**src/rtl/gray_pkg.sv**
```systemverilog
// Shared Gray-code definitions: receiver FSM state encodings and
// reference gray/binary conversion helpers used by the Gray counter
// family and its benches.
package gray_pkg;

    typedef enum logic [1:0] {
        ST_IDLE  = 2'd0,
        ST_TRACK = 2'd1,
        ST_FAULT = 2'd2
    } rx_state_t;

    // Gray to binary for any width up to 32; unused upper bits must be zero.
    function automatic logic [31:0] gray2bin(input logic [31:0] g);
        logic [31:0] b;
        b = '0;
        for (int i = 0; i < 32; i++) begin
            b[i] = ^(g >> i);
        end
        return b;
    endfunction

    // Binary to Gray for any width up to 32.
    function automatic logic [31:0] bin2gray(input logic [31:0] b);
        return b ^ (b >> 1);
    endfunction

endpackage

```
**src/rtl/gray2bin_comb.sv**
```systemverilog
// Purely combinational WIDTH-generic Gray-to-binary decoder.
module gray2bin_comb #(
    parameter int WIDTH = 3
) (
    input  logic [WIDTH-1:0] gray,
    output logic [WIDTH-1:0] bin
);

    // Each binary bit is the parity of the Gray bits at and above it.
    always_comb begin
        bin = '0;
        for (int i = 0; i < WIDTH; i++) begin
            bin[i] = ^(gray >> i);
        end
    end

endmodule

```
**src/rtl/gray_rx.sv**
```systemverilog
// Gray-code link receiver: decodes Gray samples to binary and checks that
// consecutive samples hold or advance by one, flagging step violations
// (StepErr pulse, Fault while in FAULT) and forward wrap (sticky Wrap).
// Optional feature macro: GRAY_RX_ERRCNT_EN adds the saturating ErrCnt port.
// Samples are captured at one edge and their results appear after the next.
module gray_rx
    import gray_pkg::*;
#(
    parameter int WIDTH = 3,
    parameter int ERRW  = 8
) (
    input  logic             Clk,
    input  logic             Reset,
    input  logic [WIDTH-1:0] In,
    input  logic             InValid,
    input  logic             Resync,
    output logic [WIDTH-1:0] Bin,
    output logic             BinValid,
    output logic             StepErr,
    output logic             Fault,
    output logic             Wrap
`ifdef GRAY_RX_ERRCNT_EN
    ,
    output logic [ERRW-1:0]  ErrCnt
`endif
);

    if (WIDTH < 2 || ERRW < 1) begin : g_bad_cfg
        $error("gray_rx: WIDTH must be >= 2 and ERRW >= 1");
    end

    localparam logic [WIDTH-1:0] STEP1 = WIDTH'(1);

    logic [WIDTH-1:0] in_p0;
    logic             vld_p0;
    logic             resync_p0;
    logic [WIDTH-1:0] bin_p1;
    logic [WIDTH-1:0] last;
    logic [WIDTH-1:0] delta;
    logic             bad_step;
    rx_state_t        state;

`ifdef GRAY_RX_ERRCNT_EN
    function automatic logic [ERRW-1:0] sat_inc(input logic [ERRW-1:0] v);
        return (&v) ? v : v + ERRW'(1);
    endfunction
`endif

    // ---- stage p0: capture sample ----
    // Capture the sample word; data path carries no reset.
    always_ff @(posedge Clk) begin
        in_p0 <= In;
    end

    // Capture sample qualifiers; reset drops any in-flight sample.
    always_ff @(posedge Clk) begin
        if (Reset) begin
            vld_p0    <= 1'b0;
            resync_p0 <= 1'b0;
        end else begin
            vld_p0    <= InValid;
            resync_p0 <= Resync;
        end
    end

    // ---- stage p1: decode, step check, registered outputs ----
    gray2bin_comb #(.WIDTH(WIDTH)) u_dec (
        .gray (in_p0),
        .bin  (bin_p1)
    );

    assign delta    = bin_p1 - last;
    assign bad_step = (delta != '0) && (delta != STEP1);

    // Tracking FSM with Last register, sticky flags and registered outputs.
    always_ff @(posedge Clk) begin
        if (Reset) begin
            state    <= ST_IDLE;
            last     <= '0;
            Bin      <= '0;
            BinValid <= 1'b0;
            StepErr  <= 1'b0;
            Fault    <= 1'b0;
            Wrap     <= 1'b0;
`ifdef GRAY_RX_ERRCNT_EN
            ErrCnt   <= '0;
`endif
        end else begin
            BinValid <= vld_p0;
            StepErr  <= 1'b0;
            if (vld_p0) begin
                Bin <= bin_p1;
            end
            if (resync_p0) begin
                // Resync decodes the sample but never checks or tracks it.
                state <= ST_IDLE;
                Fault <= 1'b0;
            end else if (vld_p0) begin
                unique case (state)
                    ST_IDLE: begin
                        state <= ST_TRACK;
                        last  <= bin_p1;
                    end
                    ST_TRACK: begin
                        if (delta == STEP1) begin
                            last <= bin_p1;
                            if (bin_p1 == '0) begin
                                Wrap <= 1'b1;
                            end
                        end else if (bad_step) begin
                            StepErr <= 1'b1;
                            last    <= bin_p1;
                            state   <= ST_FAULT;
                            Fault   <= 1'b1;
`ifdef GRAY_RX_ERRCNT_EN
                            ErrCnt  <= sat_inc(ErrCnt);
`endif
                        end
                    end
                    ST_FAULT: begin
                        last <= bin_p1;
`ifdef GRAY_RX_ERRCNT_EN
                        if (bad_step) begin
                            ErrCnt <= sat_inc(ErrCnt);
                        end
`endif
                    end
                    default: begin
                        state <= ST_IDLE;
                        Fault <= 1'b0;
                    end
                endcase
            end
        end
    end

endmodule

```
**config.mk**
```make
export PLATFORM = sky130hd
export DESIGN_NAME = gray_rx
export DESIGN_NICKNAME = d
export VERILOG_FILES = /design/src/rtl/gray_pkg.sv /design/src/rtl/gray2bin_comb.sv /design/src/rtl/gray_rx.sv
export SDC_FILE = /design/constraint.sdc
export NUM_CORES = 1
export LEC_CHECK = 0
export BUFFER_PORTS_ARGS = -buffer_cell sky130_fd_sc_hd__buf_2
export CORE_MARGIN = 5
export CORE_UTILIZATION = 51
export DETAILED_ROUTE_END_ITERATION = 7
export PLACE_DENSITY = 0.74
export SLEW_MARGIN = 20
export SYNTH_ARGS = -nofsm -noshare
export SYNTH_HDL_FRONTEND = slang
export SYNTH_HIERARCHICAL = 1
export SYNTH_SLANG_ARGS = --single-unit
export TNS_END_PERCENT = 5
```
**constraint.sdc**
```tcl
create_clock -name Clk -period 2.8 [get_ports Clk]
set_input_delay 0.84 -clock Clk [delete_from_list [all_inputs] [get_ports Clk]]
set_output_delay 0.84 -clock Clk [all_outputs]
set_load 0.005 [all_outputs]
```
==> insert_results.sql <==
INSERT INTO impl_metrics (metric_group, metric, value, unit) VALUES
('outcome', 'run_status', 'finished clean', ''),
('clocking', 'cts-htree-levels', '1', ''),
('detailed_routing', 'post_drt_via_cell_ratio', '5.14', ''),
('flow_run', 'maxCapViolations', '0', ''),
('min_path', 'hold_class', 'flop to flop', ''),
('global_route', 'overflow', '0', ''),
('timing', 'min_period', '2.28', 'ns'),
('clocking', 'cts_buffers', '3', ''),
('final_layout', 'nets', '89', ''),
('yosys', 'synth_top_area_cell', 'dfxtp_1', ''),
('final_layout', 'fillers', '111', ''),
('placement', 'place_hpwl', '905', 'um'),
('final_layout', 'layout.area.seq', '340', 'um2'),
('detailed_routing', 'antenna_left', '0', ''),
('clocking', 'cts_resized', '0', ''),
('detailed_routing', 'drc', '0', ''),
('worst_setup_path', 'max_stage_delay', '0.48', 'ns'),
('timing', 'fin_skew', '0.00270', 'ns'),
('detailed_routing', 'dr_total_vias', '483', ''),
('floorplan', 'core_area', '1320', 'um2'),
('worst_setup_path', 'cp_slowest_cell', 'dfxtp_1', ''),
('worst_setup_path', 'timing.rr.end', 'last[0]', ''),
('floorplan', 'start_util', '55.2', '%'),
('timing', 'slew_violations', '0', ''),
('detailed_routing', 'drtIter0Drc', '3', ''),
('clocking', 'max-clock-path-buffers', '2', ''),
('power', 'peakVddDrop', '424', 'uV'),
('floorplan', 'floorplan.io_pins', '14', ''),
('yosys', 'syn-instance-count', '65', ''),
('worst_setup_path', 'cp-start-kind', 'flop', ''),
('final_layout', 'multi_input_comb_area', '360', 'um2'),
('yosys', 'avgSynthCellArea', '11.2', 'um2'),
('worst_setup_path', 'worstPathMaxFanout', '6', ''),
('timing', 'maxSlewHeadroom', '78.1', '%'),
('yosys', 'yosysWarningCount', '6', ''),
('clocking', 'cts_sinks', '17', ''),
('final_layout', 'antennaDiodeCount', '0', ''),
('worst_setup_path', 'timing.critical_path.cells', 'xor3_1 -> inv_1 -> ha_1 -> fa_1 -> xnor3_1 -> and2_4 -> a31oi_4 -> mux2i_1', ''),
('global_route', 'first_global_vias', '501', ''),
('yosys', 'synth.distinct_cells', '26', ''),
('floorplan', 'die-area', '2280', 'um2'),
('detailed_routing', 'detailedRoute.firstPassIterationCount', '4', ''),
('clocking', 'cts_root_buffer', 'clkbuf_4', ''),
('clocking', 'cts_setup_buffers', '0', ''),
('timing', 'number_of_hold_slack_violations_in_the_final_timing_report', '0', ''),
('floorplan', 'fp.dieW', '47.8', 'um'),
('worst_setup_path', 'critical_path_buf_inv_count', '1', ''),
('yosys', 'register_bit_count_reported_by_yosys', '17', ''),
('worst_setup_path', 'crit_end', 'last[0]', ''),
('worst_setup_path', 'critPathArrivalTime', '2.50', 'ns'),
('global_route', 'pin_count_of_the_biggest_net_entering_global_routing', '16', ''),
('worst_setup_path', 'timing.rr.start', 'in_p0[2]', ''),
('yosys', 'number_of_nets_in_the_synthesized_netlist', '74', ''),
('placement', 'place_worst_setup_slack', '0.506', 'ns'),
('clocking', 'cts_tree', 'done', ''),
('final_layout', 'final_layout_size_suffix_gt1_share', '25.3', '%'),
('timing', 'fmax', '438', 'MHz'),
('worst_setup_path', 'end_kind', 'flop', ''),
('floorplan', 'core.rowCount', '13', ''),
('worst_setup_path', 'worstSetupPathType', 'flop to flop', ''),
('placement', 'numPortBuffers', '13', ''),
('timing', 'layout_setup_ws', '0.518', 'ns'),
('clocking', 'clock_latency', '0.28', 'ns'),
('timing', 'setup_repair_after_global_routing_missed_its_margin', 'false', ''),
('power', 'power.leakage', '0.359', 'nW'),
('timing', 'report.final.setup_viol', '0', ''),
('worst_setup_path', 'path_delay_family', 'adder cells', ''),
('floorplan', 'fp.dieH', '47.8', 'um'),
('timing', 'max_slew.worst_pin.slew', '0.328', 'ns'),
('detailed_routing', 'avgRoutedWirePerCell', '12.6', 'um'),
('placement', 'gp_routability_congestion', '0.650', '');
==> kinds of logic after synthesis <==
group           share of synthesized area (%)
xor+xnor                                 7.57
mux                                      8.26
fa+ha+maj                                4.47
compound gates                           7.40
simple gates                             21.9
flops                                    46.8
buf+inv                                  3.62
==> layout make-up <==
cell class / count / area share (%)
multi-input cells: 42 / 43.8
inverters: 3 / 1.37
repair buffers: 13 / 7.91
flip-flops and latches: 17 / 41.4
well taps: 15 / 2.28
clock buffers: 4 / 3.20
==> cells in the mapped netlist <==
cell type  count
a21oi_1        2
a31o_1         2
a31oi_4        1
and2_4         1
buf_4          1
clkbuf_1       2
dfxtp_1       17
fa_1           1
ha_1           1
inv_1          3
mux2i_1        6
nand2_1        2
nand2b_1       6
nand3_1        1
nand3b_1       1
nor2_1         5
nor2b_1        4
nor4_1         1
nor4_4         1
o21ai_0        1
or2_2          1
or2b_1         1
or4_1          1
xnor3_1        1
xor2_1         1
xor3_1         1
==> state kept, by name, indices dropped and copies added (netlist names) <==
register and cells:
in_p0 3, state 2, StepErr 1, vld_p0 1
BinValid 1, Bin 3, Fault 1, Wrap 1
resync_p0 1, last 3
==> worst reg2reg max path, stage by stage, from the launching register on <==
cell	delay, ns
dfxtp_1	0.48
xor3_1	0.28
inv_1	0.06
ha_1	0.20
fa_1	0.37
xnor3_1	0.19
and2_4	0.20
a31oi_4	0.23
mux2i_1	0.21
==> how the worst min path moves through the flow <==
stage,start,end,slack (ns),depth (start not counted)
floorplan,last[2],last[2],0.45,2
global placement,Fault,Fault,0.46,1
detailed placement,Fault,Fault,0.47,1
CTS,Fault,Fault,0.49,1
global route,last[0],last[0],0.51,2
finish,Fault,Fault,0.49,1
==> routing by layer <==
layer  track usage [%]  up-vias  part of all wire [%]
li1                  -      244                     -
met5                 0        -                     0
met2              23.5       13                    49
met1              14.8      224                    43
met4              4.84        0                   1.1
met3              3.01        2                   6.4
==> report_power, final <==
group / total, mW / internal, mW / switching (mW)
Sequential: 0.263 / 0.253 / 0.0104
Clock: 0.127 / 0.0552 / 0.0718
Combinational: 0.0631 / 0.0331 / 0.0300
Total: 0.453 / 0.341 / 0.112
==> layout by cell type (no fill, tap or decap), drive strengths merged <==
master	synthesis	routed
or2b	1	1
or4	1	1
nor2b	4	4
mux2i	6	6
or2	1	1
nand3b	1	1
nand2	2	2
dfxtp	17	17
nand2b	6	6
xnor3	1	1
nor4	2	2
ha	1	1
a31oi	1	1
o21ai	1	1
buf	1	13
nor2	5	5
and2	1	1
fa	1	1
a31o	2	2
nand3	1	1
a21oi	2	2
clkbuf	2	4
inv	3	3
xor2	1	1
xor3	1	1
==> stage by stage <==
stage	hold WS (ns)	std cells	cell area, um2	util [%]
final	0.487	94	822	62.4
after detailed placement	0.467	90	796	60.4
after floorplan	0.449	65	727	-
after global placement	0.455	90	796	60.4
after global routing	0.513	94	822	62.4
after CTS	0.489	94	822	62.4
(Power assumes the default switching activity.)
